## config.mk

```make
export PLATFORM = sky130hd
export DESIGN_NAME = io_sequencer
export DESIGN_NICKNAME = d
export VERILOG_FILES = /design/src/rtl/io_sequencer_pkg.sv /design/src/rtl/key_debouncer.sv /design/src/rtl/io_sequencer.sv
export SDC_FILE = /design/constraint.sdc
export NUM_CORES = 1
export LEC_CHECK = 0
export ABC_AREA = 1
export BUFFER_PORTS_ARGS = -buffer_cell sky130_fd_sc_hd__buf_2
export CORE_AREA = 8 8 83 122
export DETAILED_ROUTE_END_ITERATION = 12
export DIE_AREA = 0 0 91 130
export GPL_ROUTABILITY_DRIVEN = 0
export MAX_ROUTING_LAYER = met4
export PLACE_DENSITY = 0.78
export SYNTH_ARGS = -nofsm -noshare
export SYNTH_HDL_FRONTEND = slang
export SYNTH_HIERARCHICAL = 1
export SYNTH_SLANG_ARGS = --single-unit
```

## constraint.sdc

```tcl
create_clock -name clk -period 1.5 [get_ports clk]
set_input_delay 0.225 -clock clk [delete_from_list [all_inputs] [get_ports clk]]
set_output_delay 0.225 -clock clk [all_outputs]
set_load 0.03 [all_outputs]
```

## src/rtl/io_sequencer_pkg.sv

```systemverilog
// Shared I/O constants for the switch-read sequencer: FSM encodings,
// the default debounce length and a small zero-extension helper.
package io_sequencer_pkg;

    localparam int DEBOUNCE_CYCLES_DEFAULT = 500000;   // 10 ms at 50 MHz

    localparam int STATE_W = 2;
    typedef logic [STATE_W-1:0] seq_state_t;

    localparam logic [1:0] ST_IDLE         = 2'd0;
    localparam logic [1:0] ST_WAIT_PRESS   = 2'd1;
    localparam logic [1:0] ST_WAIT_RELEASE = 2'd2;
    localparam logic [1:0] ST_DONE         = 2'd3;

    function automatic logic [31:0] zext16(input logic [15:0] v);
        return {16'b0, v};
    endfunction

endpackage

```

## src/rtl/key_debouncer.sv

```systemverilog
// Push-button conditioner: 2-flop synchronizer plus a consecutive-sample
// debounce counter; emits one-cycle press/release pulses and the clean level.
module key_debouncer
    import io_sequencer_pkg::*;
#(
    parameter int DEBOUNCE_CYCLES = DEBOUNCE_CYCLES_DEFAULT
) (
    input  logic clk,
    input  logic reset,
    input  logic key_n,
    output logic press_pulse,
    output logic release_pulse,
    output logic level
);

    localparam int CNT_W = $clog2(DEBOUNCE_CYCLES + 1);
    localparam logic [CNT_W-1:0] CNT_LAST = CNT_W'(DEBOUNCE_CYCLES - 1);
    localparam logic [CNT_W-1:0] CNT_ONE  = CNT_W'(1);

    logic [1:0]       sync_reg;
    logic             level_reg;
    logic [CNT_W-1:0] cnt_reg;
    logic             press_reg;
    logic             release_reg;

    // The count only runs while the synchronized sample differs from the
    // accepted level; any sample back at the old level clears it.
    always_ff @(posedge clk or negedge reset) begin
        if (!reset) begin
            sync_reg    <= 2'b11;
            level_reg   <= 1'b1;
            cnt_reg     <= '0;
            press_reg   <= 1'b0;
            release_reg <= 1'b0;
        end else begin
            sync_reg    <= {sync_reg[0], key_n};
            press_reg   <= 1'b0;
            release_reg <= 1'b0;
            if (sync_reg[1] == level_reg) begin
                cnt_reg <= '0;
            end else if (cnt_reg == CNT_LAST) begin
                cnt_reg     <= '0;
                level_reg   <= sync_reg[1];
                press_reg   <= ~sync_reg[1];
                release_reg <= sync_reg[1];
            end else begin
                cnt_reg <= cnt_reg + CNT_ONE;
            end
        end
    end

    assign press_pulse   = press_reg;
    assign release_pulse = release_reg;
    assign level         = level_reg;

endmodule

```

## src/rtl/io_sequencer.sv

```systemverilog
// CPU I/O sequencer: display register write path plus a stall-driven
// switch read that waits for a debounced key press/release handshake.
module io_sequencer
    import io_sequencer_pkg::*;
#(
    parameter int DEBOUNCE_CYCLES = DEBOUNCE_CYCLES_DEFAULT
) (
    input  logic        clk,
    input  logic        reset,
    input  logic        RegToDisp,
    input  logic        SwToReg,
    input  logic [31:0] dado,
    input  logic [15:0] switches,
    input  logic        key_n,
    output logic        stall,
    output logic [31:0] dado_sw32,
    output logic [31:0] stdout,
    output logic        busy
);

    seq_state_t  state_reg, state_next;
    logic [31:0] stdout_reg;
    logic [31:0] dado_sw32_reg;
    logic [15:0] sw_meta_reg, sw_sync_reg;
    logic        capture;
    logic        press_pulse, release_pulse, key_level;
    logic        press_ok, release_ok;

    generate
        for (genvar gi = 0; gi < 16; gi++) begin : g_sw_sync
            always_ff @(posedge clk or negedge reset) begin
                if (!reset) begin
                    sw_meta_reg[gi] <= 1'b0;
                    sw_sync_reg[gi] <= 1'b0;
                end else begin
                    sw_meta_reg[gi] <= switches[gi];
                    sw_sync_reg[gi] <= sw_meta_reg[gi];
                end
            end
        end
    endgenerate

    key_debouncer #(
        .DEBOUNCE_CYCLES(DEBOUNCE_CYCLES)
    ) u_key (
        .clk          (clk),
        .reset        (reset),
        .key_n        (key_n),
        .press_pulse  (press_pulse),
        .release_pulse(release_pulse),
        .level        (key_level)
    );

    // Pulses are cross-checked against the settled level of key_n (active-low).
    assign press_ok   = press_pulse & ~key_level;
    assign release_ok = release_pulse & key_level;

    always_comb begin
        state_next = state_reg;
        capture    = 1'b0;
        case (state_reg)
            ST_IDLE: begin
                if (SwToReg) state_next = ST_WAIT_PRESS;
            end
            ST_WAIT_PRESS: begin
                if (!SwToReg) begin
                    state_next = ST_IDLE;
                end else if (press_ok) begin
                    state_next = ST_WAIT_RELEASE;
                    capture    = 1'b1;
                end
            end
            ST_WAIT_RELEASE: begin
                if (release_ok) state_next = ST_DONE;
            end
            ST_DONE: state_next = ST_IDLE;
            default: state_next = ST_IDLE;
        endcase
    end

    always_ff @(posedge clk or negedge reset) begin
        if (!reset) begin
            state_reg     <= ST_IDLE;
            stdout_reg    <= '0;
            dado_sw32_reg <= '0;
        end else begin
            state_reg <= state_next;
            if (RegToDisp) stdout_reg <= dado;
            if (capture) dado_sw32_reg <= zext16(sw_sync_reg);
        end
    end

    // Reset gates stall so a held SwToReg cannot freeze the CPU during reset.
    assign stall     = reset & SwToReg & (state_reg != ST_DONE);
    assign busy      = (state_reg != ST_IDLE);
    assign stdout    = stdout_reg;
    assign dado_sw32 = dado_sw32_reg;

endmodule

```

* Word-level counts from Yosys, hierarchy flattened
Index checks and enable logic that the tools add are counted. W data, S select, Z words.
Operators by class: shift-type cells 0, reductions and logical operators 4, multiply operators 0, bitwise operators 7, $add $sub $neg 1, mux-type cells 14, $lt $le $gt $ge 0, equal/unequal tests 9, divide/modulo/power cells 0
Operators by type and width (count):
- $mux W19 | 2
- $add A19 B1 Y19 const B | 1
- $eq A19 B19 Y1 const B | 1
- $mux W2 | 4
- $pmux W2 S4 | 1
- $mux W1 | 7
- $ne A2 B2 Y1 const B | 3
- $and A1 B1 Y1 | 4
- $eq A2 B2 Y1 const B | 2
- $ne A3 B3 Y1 const B | 1
- $not A1 Y1 | 3
- $reduce_and A3 Y1 | 1
- $eq A2 B1 Y1 const B | 1
- $logic_not A2 Y1 | 1
- $reduce_and A2 Y1 | 1
- $reduce_bool A2 Y1 | 1
- $eq A1 B1 Y1 | 1
Word-level totals: latch bits 0, memory bits (writable) 0, input port bits 53, memories 0, logic and storage cells 75, memory bits (read-only) 0, bits in registers 106

* Logic depth before layout (Yosys ltp)
Gate-level depths: netlist (run 1).
depth in word-level cells 5, depth in mapped cells 8

* Modules after synthesis
The synthesis (run 1) kept the hierarchy.
By module, submodules not included:
- io_sequencer | cells each 216, sequential area each 2052.0 µm², instances 1, area each 2989.1 µm²
- key_debouncer | cells each 154, sequential area each 604.3 µm², instances 1, area each 1253.7 µm²

* Worst setup path before layout (run 1)
OpenSTA, ideal clock, no wires.
path type flip-flop to flip-flop, from register u_key.cnt_reg[0], to register u_key.cnt_reg[18], period minus slack after synthesis 1.280 ns, cell stages (with the launch flop) 9, arrival 1.161 ns, slack 0.220 ns, required time 1.381 ns, cell sequence dfrtp_1 > ha_1 > nand2_1 > nor2_2 > nand2_1 > nor2_1 > nand3_1 > nand3_1 > nor2_1
Between the ends: cells in the longest elaborated chain, start to end 3, elaborated cells on any way between the ends 4, those cells by class add/sub (1); eq/ne (1); mux (2)
RTL lines:
- start: declaration | line key_debouncer.sv:22 | logic [CNT_W-1:0] cnt_reg;
- start signal: assignment | line key_debouncer.sv:47 | cnt_reg <= cnt_reg + CNT_ONE;
- $add A19 B1 Y19 / $eq A19 B19 Y1 (equally long branches) | line key_debouncer.sv:47, key_debouncer.sv:41
- $mux W19 * | line key_debouncer.sv:41 | end else if (cnt_reg == CNT_LAST) begin
- $mux W19 * | line key_debouncer.sv:39 | if (sync_reg[1] == level_reg) begin
Every way passes the cells marked *; elsewhere a longest branch is shown, timed or not. A chain may end at the register's enable or synchronous reset.

* Worst setup path in the final report (run 1)
from register u_key.cnt_reg[0], to register u_key.cnt_reg[5]
Same word-level chain as after synthesis.

==> metrics.csv, run 1 <==
metric,value,unit
Worst-path clk slew,0.07,ns
Worst EP required,1.73,ns
vias,2899,
Tot GR Track Use,15.89,%
Die Area,0.01183,mm^2
Synth Area in XOR/XNOR,1.858,%
status,finished with violations,
TritonRoute pass-1 iters,4,
adder-cell share of the synthesized area,0.2949,%
setup TNS,0,ns
Max-Cap Viols,0,
failing checks,hold timing,
die height,130,um
most frequent cells in the layout,"103 x dfrtp_1, 101 x buf_2, 58 x nand2_1",
Simple-Gate Fraction of Synth Area,14.92,%
first-pass GRT wire length,14560,um
post-route ant nets,0,
hold_ws,-0.03820,ns
TritonCTS Buffers,9,
Synth Instances,370,
Crit path depth,6,
worst vdd ir,0.0007549,V
CP arrival,1.59,ns
Tmin final,1.365,ns
Post-Route WL,8810,um
"most common cell after layout, fill and taps aside",dfrtp_1,
share of layout cells above drive strength 1,34.53,%
area share of the largest cell type after synthesis,60.75,%
# rows,41,
Power Density,1132,mW/mm^2
CP endpoint kind,flop,
"Seq/Total Area, Yosys",62.61,%
vias in the first global route,3156,
Worst setup SP type,flop,
1st-iter DRT viols,171,
"Design Area, Final",0.005311,mm^2
CP bufs+invs,0,
CTS tree,built,
number of max-slew violations in the final report,0,
endpoints failing setup,0,
Hold Crit Class,primary input to asynchronous set/reset pin,
main combinational cell family by area after synthesis,simple AND/OR/NAND/NOR gates,
unrepaired setup endpoints after global routing,false,
Multi-input gate area,0.001343,mm^2
initial antenna violation count,0,
Crit-path slowest cell,dfrtp_1,
I/O Pins,119,
R2R cell count,6,
Synth Area in Compound Gates,4.129,%
Max stage delay on crit path,0.37,ns
# placed instances,574,
Final #Nets,550,
# diodes,0,
Filler cells,646,
Crit path max-delay family,simple AND/OR/NAND/NOR gates,
Layout Cells excl Fill,608,
drc violations,0,
CTS Sinks,106,
Synth warnings,6,
Die Width,91,um
synthesized area,0.004243,mm^2
Wirelength per Cell,14.49,um
Max clock buf depth,2,
Post-DP Area,0.004817,mm^2
Static Leak,2.526,nW
#FFs+latches synth,106,
Max Clock Skew,0.005263,ns
core box area,0.008310,mm^2
cell taking the most area after synthesis,dfrtp_1,
Hold Fails Final Rpt,44,
I/O Buffers,102,
"Distinct cells, synth",34,
Root Buffer,clkbuf_16,
maximum net fanout on the critical path,9,
Synth area leaders,"dfrtp_1 61%, mux2_2 6.6%, nand2_1 5.2%",
pin count of the biggest net entering global routing,107,
GRT overflow,0,
total chip power,6.010,mW
critical path class,flop to flop,
Worst-Margin Slew,0.5377,ns
crit-path cells,"ha_1, nand2_2, nor2_1, nand3_4, nand2_2, nor2_1",
Vias/cell,4.768,
fmax,0.7327,GHz
fin crit share,90.99,%
Area Overhead vs Synth,25.18,%
fraction of synthesized area in multiplexers,8.493,%
max FFs per register,32,
Post-Syn Area per Cell,11.47,um^2
Clock Latency Late Sink,0.34,ns
Storage cell area,0.002656,mm^2
starting density of the core,51.05,%
H-tree levels,3,
hpwl dp,6342,um
Slew Limit Headroom,64.15,%
==> final cells by class <==
class                      instances  share of cell area [%]
inverter                          39                   2.756
sequential                       106                   50.01
clock inverter                     5                   1.154
tap                              107                   2.521
clock buffer                      11                   4.382
multi-input combinational        217                   25.28
timing repair buffer             123                   13.90
==> repair_timing <==
item | 4_1_cts | 5_1_grt
endpoints found under the hold margin | 16 | 1
buffers inserted | 0 | 1
setup endpoints to repair | 0 | 11
resized for setup | 0 | 5
hold buffers | 16 | 1
==> cell usage after synthesis (all sizes together) <==
library cell  count
nor2             44
inv              39
a21oi             5
o21ai             4
xor2              6
nand4             3
nand3            16
nand2            64
conb              1
dfrtp           103
mux2             32
xnor2             3
nor3              4
ha                1
o21bai           16
o22ai             1
buf              23
dfstp             3
nor3b             2
==> path summary, 6_finish.rpt <==
check,startpoint,endpoint,slack [ns]
min,reset,dado_sw32[8],-0.04
max,u_key/cnt_reg[0],u_key/cnt_reg[5],0.14
min in group clk,dado[2],stdout[2],0.10
max reg2reg,u_key/cnt_reg[0],u_key/cnt_reg[5],0.14
max in group asynchronous,reset,sw_meta_reg[6],1.13
min reg2reg,sw_meta_reg[11],sw_sync_reg[11],0.34
==> report_power, final <==
group	internal [mW]	switching (mW)	leakage, nW
clock	1.31	0.976	0.144
sequential	3.00	0.0642	1.23
combinational	0.231	0.433	1.15
==> cell families after synthesis <==
| logic type | count (synthesis) |
|---|---|
| simple gates | 133 |
| flops | 106 |
| buf+inv | 62 |
| mux | 32 |
| compound gates | 26 |
| xor+xnor | 9 |
| fa+ha+maj | 1 |
| other cells | 1 |
==> per-layer routing <==
metal | vias to the layer above | GRT usage [%] | share of wire [%]
met5 | - | - | 0
met3 | 14 | 4.253 | 5.5
met2 | 107 | 26.05 | 51
met4 | 0 | 8.132 | 2.4
met1 | 1392 | 17.56 | 41
li1 | 1386 | - | -
==> through the flow <==
step                      setup WS, ns  utilization (%)
after global placement         0.07878            57.96
after global routing           0.01403            63.91
final                           0.1352            63.91
after detailed placement       0.03862            57.96
after floorplan                 0.2198                -
after CTS                      0.02293            63.43
Power figures use the tool's default switching activity.
==> inputs of run 2 (changes only) <==
- CORE_AREA: 8 8 83 122 -> 8 8 82 120
- DIE_AREA: 0 0 91 130 -> 0 0 90 128
- PLACE_DENSITY: 0.78 -> 0.8
- clock period: 1.5 -> 1.65 ns (I/O delays scaled with it)
==> metrics.csv, run 2 (synthesized netlist as in run 1, its figures left out) <==
metric,value,unit,change
clock network fraction of design power,42.5,%,+4.5 points
CP arrival,1.32,ns,-0.27 ns
Storage cell area,0.002656,mm^2,unchanged
Wirelength per Cell,14.69,um,+1.4%
total chip power,5.860,mW,-2.5%
hpwl dp,6559,um,+3.4%
Max clock buf depth,2,,unchanged
hold_ws,0.01167,ns,+0.04987 ns
starting density of the core,51.69,%,+0.64 points
Vias/cell,4.840,,+1.5%
reg2reg setup slack,0.17,ns,+0.03 ns
number of max-slew violations in the final report,0,,unchanged
drc violations,0,,unchanged
fin crit share,94.83,%,
vias in the first global route,3299,,+4.5%
Psw,1.387,mW,-5.8%
Worst setup SP type,primary input,,
Hold Crit Depth,1,,
Clock Latency Late Sink,0.34,ns,about the same
Area Overhead vs Synth,24.33,%,
I/O Pins,119,,unchanged
register share of total power,47.5,%,-3.5 points
Die Area,0.01152,mm^2,-2.6%
final core utilization,64.27,%,+0.36 points
critical path class,primary input to output port,,
most frequent cells in the layout,"103 x dfrtp_1, 101 x buf_2, 59 x nand2_1",,
Max stage delay on crit path,0.52,ns,+0.15 ns
Crit-path slowest cell,dlygate4sd3_1,,
Switching Fraction,23.67,%,-0.83 points
maximum net fanout on the critical path,3,,-6
share of layout cells above drive strength 1,34.89,%,+0.36 points
endpoints failing setup,0,,unchanged
Post-CTS Repair Setup Buffers,0,,unchanged
CP bufs+invs,3,,+3
Tmin final,1.565,ns,
Worst EP required,1.40,ns,-0.33 ns
R2R cell count,8,,+2
fmax,0.6391,GHz,
TritonCTS Buffers,9,,unchanged
first-pass GRT wire length,15030,um,+3.2%
unrepaired setup endpoints after global routing,false,,
# diodes,0,,unchanged
Max-Cap Viols,0,,unchanged
worst vdd ir,0.0009819,V,+30%
core box area,0.008208,mm^2,-1.2%
max FFs per register,32,,unchanged
Crit path max-delay family,buffers and inverters,,
die height,128,um,-1.5%
Static Leak,2.521,nW,-0.21%
CTS tree,built,,
1st-iter DRT viols,151,,-12%
pin count of the biggest net entering global routing,85,,-21%
TritonRoute pass-1 iters,4,,unchanged
Filler cells,624,,-3.4%
GRT overflow,0,,unchanged
initial antenna violation count,0,,unchanged
R2R Path Start,u_key/cnt_reg[0],,
CP endpoint kind,output port,,
CTS Sinks,106,,unchanged
status,"finished, final reports clean",,
Internal,4.472,mW,-1.4%
FF-to-FF End,u_key/cnt_reg[18],,
pre-CTS setup slack,0.1766,ns,+0.1380 ns
Power Density,1111,mW/mm^2,-1.8%
# rows,41,,unchanged
combinational share of power,10.0,%,-1.0 points
Hold Fails Final Rpt,0,,-100%
Max Clock Skew,0.005918,ns,+0.0006550 ns
I/O Buffers,102,,unchanged
"most common cell after layout, fill and taps aside",dfrtp_1,,
HP Start,switches[14],,
crit-path cells,"dlygate4sd3_1, buf_4, nand2_1, a21oi_1, buf_2",,
CTS resizes,0,,unchanged
Post-Route WL,8815,um,about the same
Final #Nets,542,,-1.5%
WHS Endpoint,sw_meta_reg[14],,
Root Buffer,clkbuf_16,,
Worst-path clk slew,0.07,ns,about the same
Hold Crit Class,primary input to flop,,
post-route ant nets,0,,unchanged
H-tree levels,3,,unchanged
Multi-input gate area,0.001320,mm^2,-1.7%
Die Width,90,um,-1.1%
setup TNS,0,ns,unchanged
vias,2904,,+0.17%
Tot GR Track Use,16.53,%,+0.64 points
worst setup margin,0.08526,ns,-0.04995 ns
[run 2: how the worst max path moves through the flow]
stage,start,to,slack [ns],depth (start not counted)
6_report,reset,stall,0.09,5
5_1_grt,reset,stall,0.03,5
4_1_cts,reset,stall,0.07,5
3_5_place_dp,u_key/cnt_reg[0],u_key/cnt_reg[18],0.18,8
3_3_place_gp,u_key/level,u_key/cnt_reg[5],0.24,5
2_1_floorplan,u_key/cnt_reg[0],u_key/cnt_reg[18],0.37,8
[run 2: layer usage]
| metal | wire (um) | vias to the layer above | track usage (%) |
|---|---|---|---|
| met2 | 4549 | 100 | 28.13 |
| met5 | 0 | - | - |
| li1 | - | 1376 | - |
| met4 | 245 | 0 | 8.366 |
| met1 | 3501 | 1406 | 16.92 |
| met3 | 519 | 22 | 5.158 |
[run 2: repair_timing]
action	CTS	global route
endpoints found under the setup margin	0	0
hold endpoints to repair	30	1
hold buffers	9	1
[run 2: cell type report]
cell class / count / share of cell area (%)
Clock buffer: 10 / 4.530
Sequential cell: 106 / 50.36
Inverter: 39 / 2.775
Tap cell: 107 / 2.538
Multi-Input combinational cell: 217 / 25.02
Timing Repair Buffer: 115 / 12.52
Clock inverter: 6 / 2.253
[run 2: worst reg2reg max path, stage by stage (launching register included)]
cell	delay [ns]
dfrtp_1	0.38
ha_1	0.19
nand2_1	0.12
nor2_2	0.19
nand2_1	0.13
nor2_1	0.14
nand3_1	0.09
nand3_1	0.08
nor2_1	0.05
[run 2: power groups by stage]
| stage | Sequential [mW] | Clock [mW] | Combinational, mW |
|---|---|---|---|
| after floorplan | 2.99 | 0 | 0.207 |
| after CTS | 2.78 | 2.54 | 0.595 |
| after global routing | 2.80 | 2.64 | 0.634 |
| final | 2.78 | 2.49 | 0.588 |
| after global placement | 2.82 | 0 | 0.563 |
| after detailed placement | 2.83 | 0 | 0.578 |
[run 2: metrics by stage]
step | instances | instance area (um^2)
after floorplan | 385 | 4299
after global placement | 574 | 4817
after detailed placement | 574 | 4817
after CTS | 599 | 5265
after global routing | 600 | 5275
final | 600 | 5275
==> inputs of run 3 (changes only) <==
- RECOVER_POWER: unset -> 100
==> metrics.csv, run 3 (synthesized netlist as in run 1, its figures left out) <==
metric,value,unit,change
Crit-path slowest cell,dlygate4sd3_1,,
hold_ws,0.01279,ns,+0.001122 ns
Final #Nets,542,,unchanged
Root Buffer,clkbuf_16,,
register share of total power,47.8,%,+0.3 points
pin count of the biggest net entering global routing,85,,unchanged
Area Overhead vs Synth,22.15,%,
combinational share of power,9.6,%,-0.4 points
worst vdd ir,0.0009826,V,about the same
GRT overflow,0,,unchanged
initial antenna violation count,0,,unchanged
Worst-path clk slew,0.07,ns,about the same
status,"finished, final reports clean",,
Vias/cell,4.900,,+1.2%
most frequent cells in the layout,"103 x dfrtp_1, 59 x nand2_1, 51 x buf_2",,
Tmin final,1.563,ns,-0.001275 ns
Worst-Margin Slew,0.9983,ns,
Die Width,90,um,unchanged
CTS resizes,0,,unchanged
CP arrival,1.32,ns,about the same
fmax,0.6396,GHz,about the same
unrepaired setup endpoints after global routing,false,,
die height,128,um,unchanged
first-pass GRT wire length,15030,um,unchanged
starting density of the core,51.69,%,unchanged
Static Leak,2.388,nW,-5.3%
Max Clock Skew,0.005986,ns,+0.00006791 ns
Hold Crit Depth,1,,unchanged
Hold Crit Class,primary input to flop,,
Worst setup SP type,primary input,,
CTS Sinks,106,,unchanged
drc violations,0,,unchanged
Post-CTS Repair Setup Buffers,0,,unchanged
vias in the first global route,3299,,unchanged
Max clock buf depth,2,,unchanged
core box area,0.008208,mm^2,unchanged
number of max-slew violations in the final report,0,,unchanged
CTS tree,built,,
Slew Limit Headroom,33.45,%,
Power Density,1125,mW/mm^2,+1.3%
R2R cell count,7,,-1
hold_buf cts,9,,unchanged
post-route ant nets,0,,unchanged
share of layout cells above drive strength 1,24.54,%,-10 points
1st-iter DRT viols,146,,-3.3%
critical path class,primary input to output port,,
Max stage delay on crit path,0.52,ns,about the same
CP bufs+invs,3,,unchanged
fin crit share,94.76,%,about the same
Filler cells,669,,+7.2%
Worst EP required,1.40,ns,about the same
vias,2940,,+1.2%
I/O Pins,119,,unchanged
hpwl dp,6559,um,unchanged
crit-path cells,"dlygate4sd3_1, buf_4, nand2_1, a21oi_1, clkbuf_2",,
endpoints failing setup,0,,unchanged
Tot GR Track Use,16.53,%,unchanged
H-tree levels,3,,unchanged
Hold Fails Final Rpt,0,,unchanged
Switching Fraction,23.77,%,+0.093 points
Post-Route WL,8869,um,+0.61%
# rows,41,,unchanged
maximum net fanout on the critical path,3,,unchanged
Psw,1.386,mW,-0.10%
Die Area,0.01152,mm^2,unchanged
CP endpoint kind,output port,,
clock network fraction of design power,42.6,%,about the same
Crit path max-delay family,buffers and inverters,,
Crit path depth,5,,unchanged
# diodes,0,,unchanged
TritonRoute pass-1 iters,4,,unchanged
max FFs per register,32,,unchanged
I/O Buffers,102,,unchanged
total chip power,5.831,mW,-0.49%
Internal,4.445,mW,-0.61%
Max-Cap Viols,0,,unchanged
Clock Latency Late Sink,0.34,ns,about the same
"most common cell after layout, fill and taps aside",dfrtp_1,,
TritonCTS Buffers,9,,unchanged
Wirelength per Cell,14.78,um,+0.61%
setup TNS,0,ns,unchanged
[run 3: changes by cell type in the layout (fill, tap and decap cells not counted), moves of 2 or more]
cell      before  now
clkbuf_1       0   48
o21ai_0        1    3
buf_2        101   51
clkbuf_2       0    3
o21ai_1        3    1
[run 3: final timing paths]
| path | startpoint | end | slack, ns |
|---|---|---|---|
| worst max-delay path | reset | stall | 0.09 |
| worst min-delay path | switches[14] | sw_meta_reg[14] | 0.01 |
| worst max register to register | u_key/cnt_reg[0] | u_key/cnt_reg[14] | 0.12 |
| worst min register to register | sw_meta_reg[5] | sw_sync_reg[5] | 0.35 |
| max in group asynchronous | reset | stdout[9] | 0.25 |
| min in group asynchronous | reset | stdout[27] | 0.57 |
[run 3: worst reg2reg max path, delay by kind of cell (launching register included)]
family	cells	cell delay (ns)
DFF	1	0.38
and+or+nand+nor	5	0.65
AOI/OAI and AO/OA	1	0.24
adders and majority gates	1	0.19
[run 3: layout make-up]
class                   count  area [um^2]  area share (%)
clock buffers              10        239.0           4.611
clock inverters             6        118.9           2.294
inverters                  39        146.4           2.825
multi-input cells         217         1303           25.13
flip-flops and latches    106         2656           51.26
well taps                 107        133.9           2.583
repair buffers            115        585.6           11.30
[run 3: layer usage]
layer  GRT usage (%)  up-vias  part of all wire [%]
li1                -     1373                     -
met1           16.92     1435                    40
met2           28.13      110                    52
met3           5.158       22                   6.0
met4           8.366        0                   2.6
met5               -        -                     0
[run 3: through the flow]
step	setup WS [ns]	utilization, %	area [um^2]	instances
floorplan	0.3698	-	4299	385
global placement	0.2404	58.69	4817	574
detailed placement	0.1766	58.69	4817	574
CTS	0.06686	64.15	5265	599
global route	0.01432	63.14	5182	600
finish	0.08654	63.14	5182	600
[run 3: power groups by stage]
stage,clock network [mW],logic (mW),registers (mW)
finish,2.49,0.559,2.78
global route,2.64,0.606,2.80
CTS,2.54,0.595,2.78
detailed placement,0,0.578,2.83
global placement,0,0.563,2.82
floorplan,0,0.207,2.99
